`src/rtl/game_pkg.sv`:
```
// Shared definitions for the whack-a-mole round controller.
//   state_e   : round FSM state encoding (also driven on the state port)
//   SCORE_MAX : score saturation value
//   COUNT_MAX : largest value the game timer can hold
package game_pkg;

   localparam int unsigned STATE_W = 3;
   localparam int unsigned SCORE_W = 8;
   localparam int unsigned COUNT_W = 8;

   localparam logic [SCORE_W-1:0] SCORE_MAX = SCORE_W'(255);
   localparam logic [COUNT_W-1:0] COUNT_MAX = COUNT_W'(255);

   typedef enum logic [STATE_W-1:0] {
      ST_IDLE  = 3'd0,
      ST_LOAD  = 3'd1,
      ST_RUN   = 3'd2,
      ST_PAUSE = 3'd3,
      ST_OVER  = 3'd4
   } state_e;

endpackage

```
`src/rtl/sec_tick_gen.sv`:
```
// Game-second prescaler: counts 0..TICKS_PER_SEC-1 while enabled and flags
// the wrap cycle.
//   clk    : clock
//   reset  : async active-low reset
//   enable : advance the prescaler this cycle
//   clear  : synchronous return to 0 (wins over enable)
//   tick   : high in the enabled cycle where the prescaler wraps
module sec_tick_gen #(
   parameter int unsigned TICKS_PER_SEC = 100_000_000
) (
   input  logic clk,
   input  logic reset,
   input  logic enable,
   input  logic clear,
   output logic tick
);

   localparam int unsigned CNT_W = (TICKS_PER_SEC > 1) ? $clog2(TICKS_PER_SEC) : 1;
   localparam logic [CNT_W-1:0] CNT_LAST = CNT_W'(TICKS_PER_SEC - 1);

   logic [CNT_W-1:0] cnt;

   // Tick is qualified by enable so a held prescaler never fires.
   assign tick = enable && (cnt == CNT_LAST);

   always_ff @(posedge clk or negedge reset) begin
      if (!reset) begin
         cnt <= '0;
      end else if (clear) begin
         cnt <= '0;
      end else if (enable) begin
         cnt <= tick ? '0 : cnt + CNT_W'(1);
      end
   end

endmodule

```
`src/rtl/game_round_ctrl.sv`:
```
// Round controller: sequences IDLE/LOAD/RUN/PAUSE/OVER, paces the external
// game timer with one-second decrements, grants time bonuses and keeps score.
//   clk, reset           : clock, async active-low reset
//   start, pause         : one-cycle control pulses
//   hit_valid, hit_bonus : mole hit pulse and its time-bonus qualifier
//   count                : current game timer value (seconds)
//   timer_reset/inc/dec  : registered requests to the game timer
//   score                : saturating hit count for the round
//   mole_enable          : play active (RUN)
//   game_over            : round finished (OVER)
//   state                : current FSM state encoding
module game_round_ctrl
   import game_pkg::*;
#(
   parameter int unsigned TICKS_PER_SEC = 100_000_000,
   parameter int unsigned START_SECONDS = 20
) (
   input  logic               clk,
   input  logic               reset,
   input  logic               start,
   input  logic               pause,
   input  logic               hit_valid,
   input  logic               hit_bonus,
   input  logic [COUNT_W-1:0] count,
   output logic               timer_reset,
   output logic               timer_inc,
   output logic               timer_dec,
   output logic [SCORE_W-1:0] score,
   output logic               mole_enable,
   output logic               game_over,
   output logic [STATE_W-1:0] state
);

   state_e             state_q, state_d;
   logic               timer_reset_d, timer_inc_d, timer_dec_d;
   logic               mole_enable_d, game_over_d;
   logic [SCORE_W-1:0] score_d;
   logic               stay_run, sec_tick, inc_req, dec_req;

   // Prescaler only advances in cycles that remain in RUN, so a pause or
   // end-of-round never swallows a pending second.
   assign stay_run = (state_q == ST_RUN) && (count != '0) && !pause;

   sec_tick_gen #(.TICKS_PER_SEC(TICKS_PER_SEC)) u_sec_tick_gen (
      .clk    (clk),
      .reset  (reset),
      .enable (stay_run),
      .clear  (state_q == ST_LOAD),
      .tick   (sec_tick)
   );

   // Next state and next registered outputs.
   always_comb begin
      state_d       = state_q;
      score_d       = score;
      timer_reset_d = 1'b0;
      timer_inc_d   = 1'b0;
      timer_dec_d   = 1'b0;
      mole_enable_d = 1'b0;
      game_over_d   = 1'b0;
      inc_req       = 1'b0;
      dec_req       = 1'b0;

      case (state_q)
         ST_IDLE:  if (start) state_d = ST_LOAD;
         ST_LOAD:  state_d = ST_RUN;
         ST_RUN: begin
            if (count == '0)  state_d = ST_OVER;
            else if (pause)   state_d = ST_PAUSE;
         end
         ST_PAUSE: if (pause) state_d = ST_RUN;
         ST_OVER:  if (start) state_d = ST_LOAD;
         default:  state_d = ST_IDLE;
      endcase

      dec_req = stay_run && sec_tick;
      inc_req = stay_run && hit_valid && hit_bonus && (count != COUNT_MAX);
      // Bonus and decrement in the same cycle cancel out.
      timer_dec_d = dec_req && !inc_req;
      timer_inc_d = inc_req && !dec_req;

      if (state_d == ST_LOAD) begin
         score_d = '0;
      end else if ((state_q == ST_RUN) && hit_valid && (score != SCORE_MAX)) begin
         score_d = score + SCORE_W'(1);
      end

      timer_reset_d = (state_d == ST_LOAD);
      mole_enable_d = (state_d == ST_RUN);
      game_over_d   = (state_d == ST_OVER);
   end

   // State and output registers.
   always_ff @(posedge clk or negedge reset) begin
      if (!reset) begin
         state_q     <= ST_IDLE;
         score       <= '0;
         timer_reset <= 1'b0;
         timer_inc   <= 1'b0;
         timer_dec   <= 1'b0;
         mole_enable <= 1'b0;
         game_over   <= 1'b0;
      end else begin
         state_q     <= state_d;
         score       <= score_d;
         timer_reset <= timer_reset_d;
         timer_inc   <= timer_inc_d;
         timer_dec   <= timer_dec_d;
         mole_enable <= mole_enable_d;
         game_over   <= game_over_d;
      end
   end

   assign state = state_q;

   // A reload request must be reflected by the game timer one cycle later.
   a_reload: assert property (@(posedge clk) disable iff (!reset)
      timer_reset |=> (count == COUNT_W'(START_SECONDS)));

endmodule

```
`config.mk`:
```
export PLATFORM = sky130hd
export DESIGN_NAME = game_round_ctrl
export DESIGN_NICKNAME = d
export VERILOG_FILES = /design/src/rtl/game_pkg.sv /design/src/rtl/sec_tick_gen.sv /design/src/rtl/game_round_ctrl.sv
export SDC_FILE = /design/constraint.sdc
export NUM_CORES = 1
export LEC_CHECK = 0
export CORE_MARGIN = 2
export CORE_UTILIZATION = 29
export DETAILED_ROUTE_END_ITERATION = 16
export DONT_BUFFER_PORTS = 1
export PLACE_DENSITY = 0.49
export RECOVER_POWER = 100
export SYNTH_ARGS = -nofsm -noshare
export SYNTH_HDL_FRONTEND = slang
export SYNTH_SLANG_ARGS = --single-unit
```
`constraint.sdc`:
```
create_clock -name clk -period 2.7 [get_ports clk]
set_clock_uncertainty 0.2 [all_clocks]
set_input_delay 0 -clock clk [delete_from_list [all_inputs] [get_ports clk]]
set_output_delay 0 -clock clk [all_outputs]
set_load 0.005 [all_outputs]
```
==> summary.txt, run 1 <==
Final Hold Fails: 0
Slew headroom: -30.7%
number of synthesis warnings: 0
post-detail-place hpwl: 3360 microns
Worst R2R Path Depth: 6
Skew-Pair Late Insertion Delay: 0.30 ns
layout cells sized above 1: 7.69%
Gate Count Post-Synth: 227
P&R area growth vs syn: 16.9%
drt via density: 4.99
Detail Route Antenna Nets: 0
max frequency: 403 MHz
Hold Path Origin: count[0]
Net Switching: 0.531 mW
switching share of power: 30.4%
CP max FO: 4
clock sinks: 43
power share of the clock group: 34.5%
GRT Resource Usage Total: 12.5%
setup_tns: 0 ns
Final period util: 92.0%
Seq pwr share: 47.7%
Leakage: 1.15 nW
clock transition at the registers of the reported paths: 0.08 ns
PortBufs: 0
DIE AREA: 8490 sq um
r2r setup slk: 0.35 ns
Setup crit start kind: primary input
FF-to-FF Start: state[1]
Critical Path Source: count[6]
worst slew pin tran: 1.96 ns
worst vdd ir: 0.000400 V
Routed WL: 4970 microns
syn_nets: 243
data arrival time of the worst path: 2.52 ns
Die Height: 92.1 microns
last element of the critical path: state[2]
Pwr Density: 663 nW/um^2
H-tree depth: 2
critical path data required time: 2.74 ns
final setup vio count: 0
routability cong.: 0.734
WS Path Type: in -> reg
largest net degree at the start of global routing: 44
CTS buffer count: 5
min-delay worst type: in -> reg
Worst Setup End Kind: flip-flop
CTS tree: done
DR WL/cell: 14.2 microns
Seq cells post-synth: 43
reg2reg end: u_sec_tick_gen.cnt[26]
DRC: 0
1st-iter DRT viols: 54
Initial Utilization: 29.6%
I/O pin cnt: 30
sequential area share after synthesis: 47.8%
max-cap violation count: 1
final net count: 262
post-layout min period: 2.48 ns
Mean Syn Cell Area: 9.92 sq um
initial antenna violation count: 0
Power Internal: 1.21 mW
total number of vias: 1741
number of global-route vias before repair: 1682
Hold Slack: 0.185 ns
Core Box Area: 7610 sq um
RSZ-0062 raised after global routing: no
status: finished with violations
CTS max path bufs: 2
Util after Layout: 34.6%
First-pass DRT Iterations: 4
number of library cell types mapped by synthesis: 40
CTS Root Cell: clkbuf_8
combinational power share: 17.8%
max-slew violations: 44
post-synthesis cell area: 2250 sq um
total gr overflow: 0
row cnt: 32
antenna diode count: 0
Die X-Extent: 92.1 microns
failing checks: max-capacitance violations, max-slew violations
first-pass GRT wire length: 8550 microns
-- registers in the layout, summed over array words and instances, names as in the netlist --
name                flops
mole_enable             1
timer_reset             1
timer_dec               1
timer_inc               1
u_sec_tick_gen.cnt     27
state                   3
game_over               1
score                   8
-- power groups by stage --
stage / logic [mW] / clock network, mW / registers [mW]
CTS: 0.334 / 0.622 / 0.835
detailed placement: 0.303 / 0 / 0.848
global placement: 0.298 / 0 / 0.846
finish: 0.310 / 0.603 / 0.833
floorplan: 0.236 / 0 / 0.824
global route: 0.358 / 0.646 / 0.856
-- kinds of logic (layout without fill, tap and decap cells) --
group                    count (synthesis)  in the layout  synth area share, %
adder cells (fa/ha/maj)                  2              2                 1.11
buffers and inverters                    9             29                 2.11
multiplexers                             2              2                0.889
AO/OA/AOI/OAI                           42             42                 12.9
AND/OR/NAND/NOR                        100            100                 23.9
XOR/XNOR                                29             29                 11.3
flip-flops                              43             43                 47.8
-- cell type report --
cell class,count,area (sq um)
Tap cell,102,128
Timing Repair Buffer,19,155
Clock inverter,3,67.6
Multi-Input combinational cell,175,1130
Sequential cell,43,1080
Fill cell,835,4970
Clock buffer,5,68.8
Inverter,2,7.51
-- critical path, cell delays in order --
cell and delay, ns:
dlygate4sd3_1 0.53, nor4_1 0.21, dlygate4sd3_1 0.60, buf_4 0.12, nand2_1 0.06, or2_2 0.31, a21oi_1 0.14, dlygate4sd3_1 0.55
-- layout by cell type (no fill, tap or decap), types with 2 or more instances in the layout --
cell type      count
a21oi_1            9
and2_1             2
and3_1             7
and4_1             3
buf_4              3
bufinv_16          2
clkbuf_1           4
clkbuf_8           5
dfrtp_1           43
dlygate4sd3_1     10
ha_1               2
inv_1              2
mux2i_1            2
nand2_1           11
nand2b_1           3
nand3_1            4
nand4_1            8
nor2_1            40
nor3_1             5
nor4_1             2
nor4_2             2
nor4bb_1           2
o2111ai_1         10
o211ai_1           9
o21ai_0           10
or3_1              3
xnor2_1            5
xor2_1            24
-- cell usage after synthesis --
library cell	number	area, sq um
a211oi_1	1	7.51
a21o_2	1	8.76
a21oi_1	8	40.0
a21oi_2	1	8.76
and2_1	2	12.5
and2b_1	1	7.51
and3_1	7	43.8
and4_1	3	26.3
buf_2	2	10.0
buf_4	3	22.5
clkbuf_1	2	7.51
dfrtp_1	43	1080
ha_1	2	25.0
inv_1	2	7.51
mux2i_1	2	20.0
nand2_1	11	41.3
nand2b_1	3	18.8
nand3_1	4	20.0
nand4_1	8	50.1
nor2_1	40	150
nor2b_1	1	6.26
nor3_1	5	25.0
nor3b_1	1	7.51
nor4_1	3	18.8
nor4_2	1	12.5
nor4_4	1	21.3
nor4b_2	1	15.0
nor4bb_1	2	20.0
o2111ai_1	10	87.6
o211ai_1	9	67.6
o211ai_2	1	12.5
o21ai_0	9	45.0
o21ai_1	1	5.00
o21bai_1	1	7.51
or2_2	1	6.26
or3_1	3	18.8
or4_1	1	7.51
or4b_1	1	10.0
xnor2_1	5	43.8
xor2_1	24	210
-- layer usage --
layer	wire length, microns	vias to the layer above	global-route usage [%]
met1	2510	854	17.8
met4	45	0	3.23
met5	0	-	0
met2	2210	25	18.6
met3	206	4	3.70
li1	-	858	-
-- worst min path at each step --
stage	endpoint	slack [ns]	depth (start not counted)
global placement	u_sec_tick_gen.cnt[3]	-0.49	0
finish	mole_enable	0.19	5
CTS	timer_inc	0.003	2
floorplan	game_over	-0.50	0
detailed placement	u_sec_tick_gen.cnt[6]	-0.49	0
global route	score[0]	0.26	4
-- what timing repair did --
item | CTS | global route
setup endpoints to repair | 0 | 1
hold buffers | 11 | 0
resized for setup | 0 | 1
hold endpoints to repair | 59 | 0
setup buffers | 0 | 0
-- metrics by stage --
stage	cells	setup slack, ns	total power, mW	instance area [sq um]
5_1_grt	349	0.0369	1.86	2630
4_1_cts	349	0.0201	1.79	2660
6_report	349	0.217	1.75	2630
3_3_place_gp	330	0.398	1.14	2400
3_5_place_dp	330	0.353	1.15	2400
2_1_floorplan	227	0.703	1.06	2250
(Power assumes the default switching activity.)
==> run 2, diff against run 1 <==
- CELL_PAD_IN_SITES_DETAIL_PLACEMENT: not set -> 0
- CELL_PAD_IN_SITES_GLOBAL_PLACEMENT: not set -> 1
- PLACE_DENSITY: 0.49 -> 0.57
==> run 2 against run 1 <==
Net effect: the run now ends clean; non-clock buffer count up 4; final cell count up 1.1%; maximum frequency down 0.99%.
==> summary.txt, run 2 (synthesis gave the netlist of run 1 again) <==
DR WL/cell: 14.0 microns
worst vdd ir: 0.000481 V
Largest register FFs: 27
r2r setup slk: 0.31 ns
Final Hold Fails: 0
Setup crit start kind: primary input
largest net degree at the start of global routing: 44
CTS Root Cell: clkbuf_8
1st-iter DRT viols: 112
CTS tree: done
worst-path cell chain: dlygate4sd3_1, nor4_1, dlygate4sd3_1, buf_4, nand2_1, or2_2, dlygate4sd3_1, a21oi_1
PortBufs: 0
Detail Route Antenna Nets: 0
initial antenna violation count: 0
post-layout min period: 2.51 ns
first-pass GRT wire length: 8800 microns
commonest non-fill, non-tap cell in the layout: dfrtp_1
data arrival time of the worst path: 2.52 ns
Core Box Area: 7610 sq um
final net count: 266
CP max FO: 4
CP peak stage delay: 0.58 ns
DP Cell Count: 333
Layout fillers: 817
WS Path Type: in -> reg
P&R area growth vs syn: 16.1%
clock sinks: 43
Leakage: 1.14 nW
status: complete, no violations
drt via density: 4.98
Buffers & Inverters on Critical Path: 4
final non-filler cell total: 353
total setup buffers inserted after CTS: 0
Skew-Pair Late Insertion Delay: 0.30 ns
Pwr Density: 603 nW/um^2
First-pass DRT Iterations: 4
total number of vias: 1759
Biggest register: u_sec_tick_gen.cnt
CTS max path bufs: 2
DRC: 0
max frequency: 399 MHz
layout cells sized above 1: 9.16%
H-tree depth: 2
most frequent cells in the layout: dfrtp_1, nor2_1, xor2_1, nand2_1, dlygate4sd3_1
max-slew violations: 0
post-detail-place hpwl: 3380 microns
Slew headroom: 27.1%
max-cap violation count: 0
critical path data required time: 2.71 ns
CP dominant cell by count: dlygate4sd3_1
Worst Setup End Kind: flip-flop
CP top delay family: buffers and inverters
GRT Resource Usage Total: 12.9%
number of global-route vias before repair: 1820
Routed WL: 4950 microns
RSZ-0062 raised after global routing: no
CP max stage cell: dlygate4sd3_1
Final period util: 92.9%
antenna diode count: 0
Initial Utilization: 29.6%
final setup vio count: 0
I/O pin cnt: 30
DIE AREA: 8490 sq um
worst slew pin tran: 1.09 ns
Die Height: 92.1 microns
row cnt: 32
Die X-Extent: 92.1 microns
total gr overflow: 0
CTS buffer count: 5
clock transition at the registers of the reported paths: 0.09 ns
setup_tns: 0 ns
min-delay worst type: in -> async
Hold Slack: 0.236 ns
routability cong.: 0.723
[run 2: changes by cell type in the layout (fill, tap and decap cells not counted), sizes merged]
cell and delta:
dlygate4sd3 +1, bufinv -2, clkinvlp +1, inv +1, dlymetal6s4s -1, buf +4
[run 2: area by class of cell]
cell class | count | area, sq um | area share, %
multi-input combinational | 175 | 1130 | 43.2
tap | 102 | 128 | 4.88
inverter | 2 | 7.51 | 0.287
sequential | 43 | 1080 | 41.1
clock inverter | 3 | 23.8 | 0.909
timing repair buffer | 23 | 183 | 6.99
clock buffer | 5 | 68.8 | 2.63
[run 2: power breakdown]
group	internal, mW	total [mW]	switching [mW]
Combinational	0.125	0.321	0.197
Clock	0.185	0.424	0.239
Sequential	0.729	0.832	0.103
[run 2: what timing repair did]
action,in CTS,in global routing
hold endpoints to repair,61,0
setup endpoints to repair,0,0
hold buffers,12,0
gates resized for setup,0,0
[run 2: final timing paths]
check,startpoint,cells past startpoint,to
min in group clk,hit_valid,4,score[0]
min reg2reg,u_sec_tick_gen.cnt[1],2,u_sec_tick_gen.cnt[1]
max,count[6],8,game_over
min,reset,2,u_sec_tick_gen.cnt[13]
max in group asynchronous,reset,2,mole_enable
max reg2reg,u_sec_tick_gen.cnt[19],5,u_sec_tick_gen.cnt[4]
[run 2: per-stage QoR]
step | area (sq um) | worst slack (ns) | power (mW) | util, %
2_1_floorplan | 2250 | 0.703 | 1.06 | -
3_3_place_gp | 2420 | 0.277 | 1.16 | 31.8
3_5_place_dp | 2420 | 0.261 | 1.16 | 31.8
4_1_cts | 2650 | 0.227 | 1.62 | 34.9
5_1_grt | 2620 | 0.0382 | 1.70 | 34.4
6_report | 2620 | 0.192 | 1.58 | 34.4
[run 2: routing by layer]
layer / vias up / part of all wire [%] / GRT usage (%)
met5: - / 0 / 0
met4: 0 / 0.85 / 3.36
met3: 5 / 3.5 / 3.04
met2: 31 / 48 / 21.8
met1: 853 / 47 / 16.5
li1: 870 / - / -
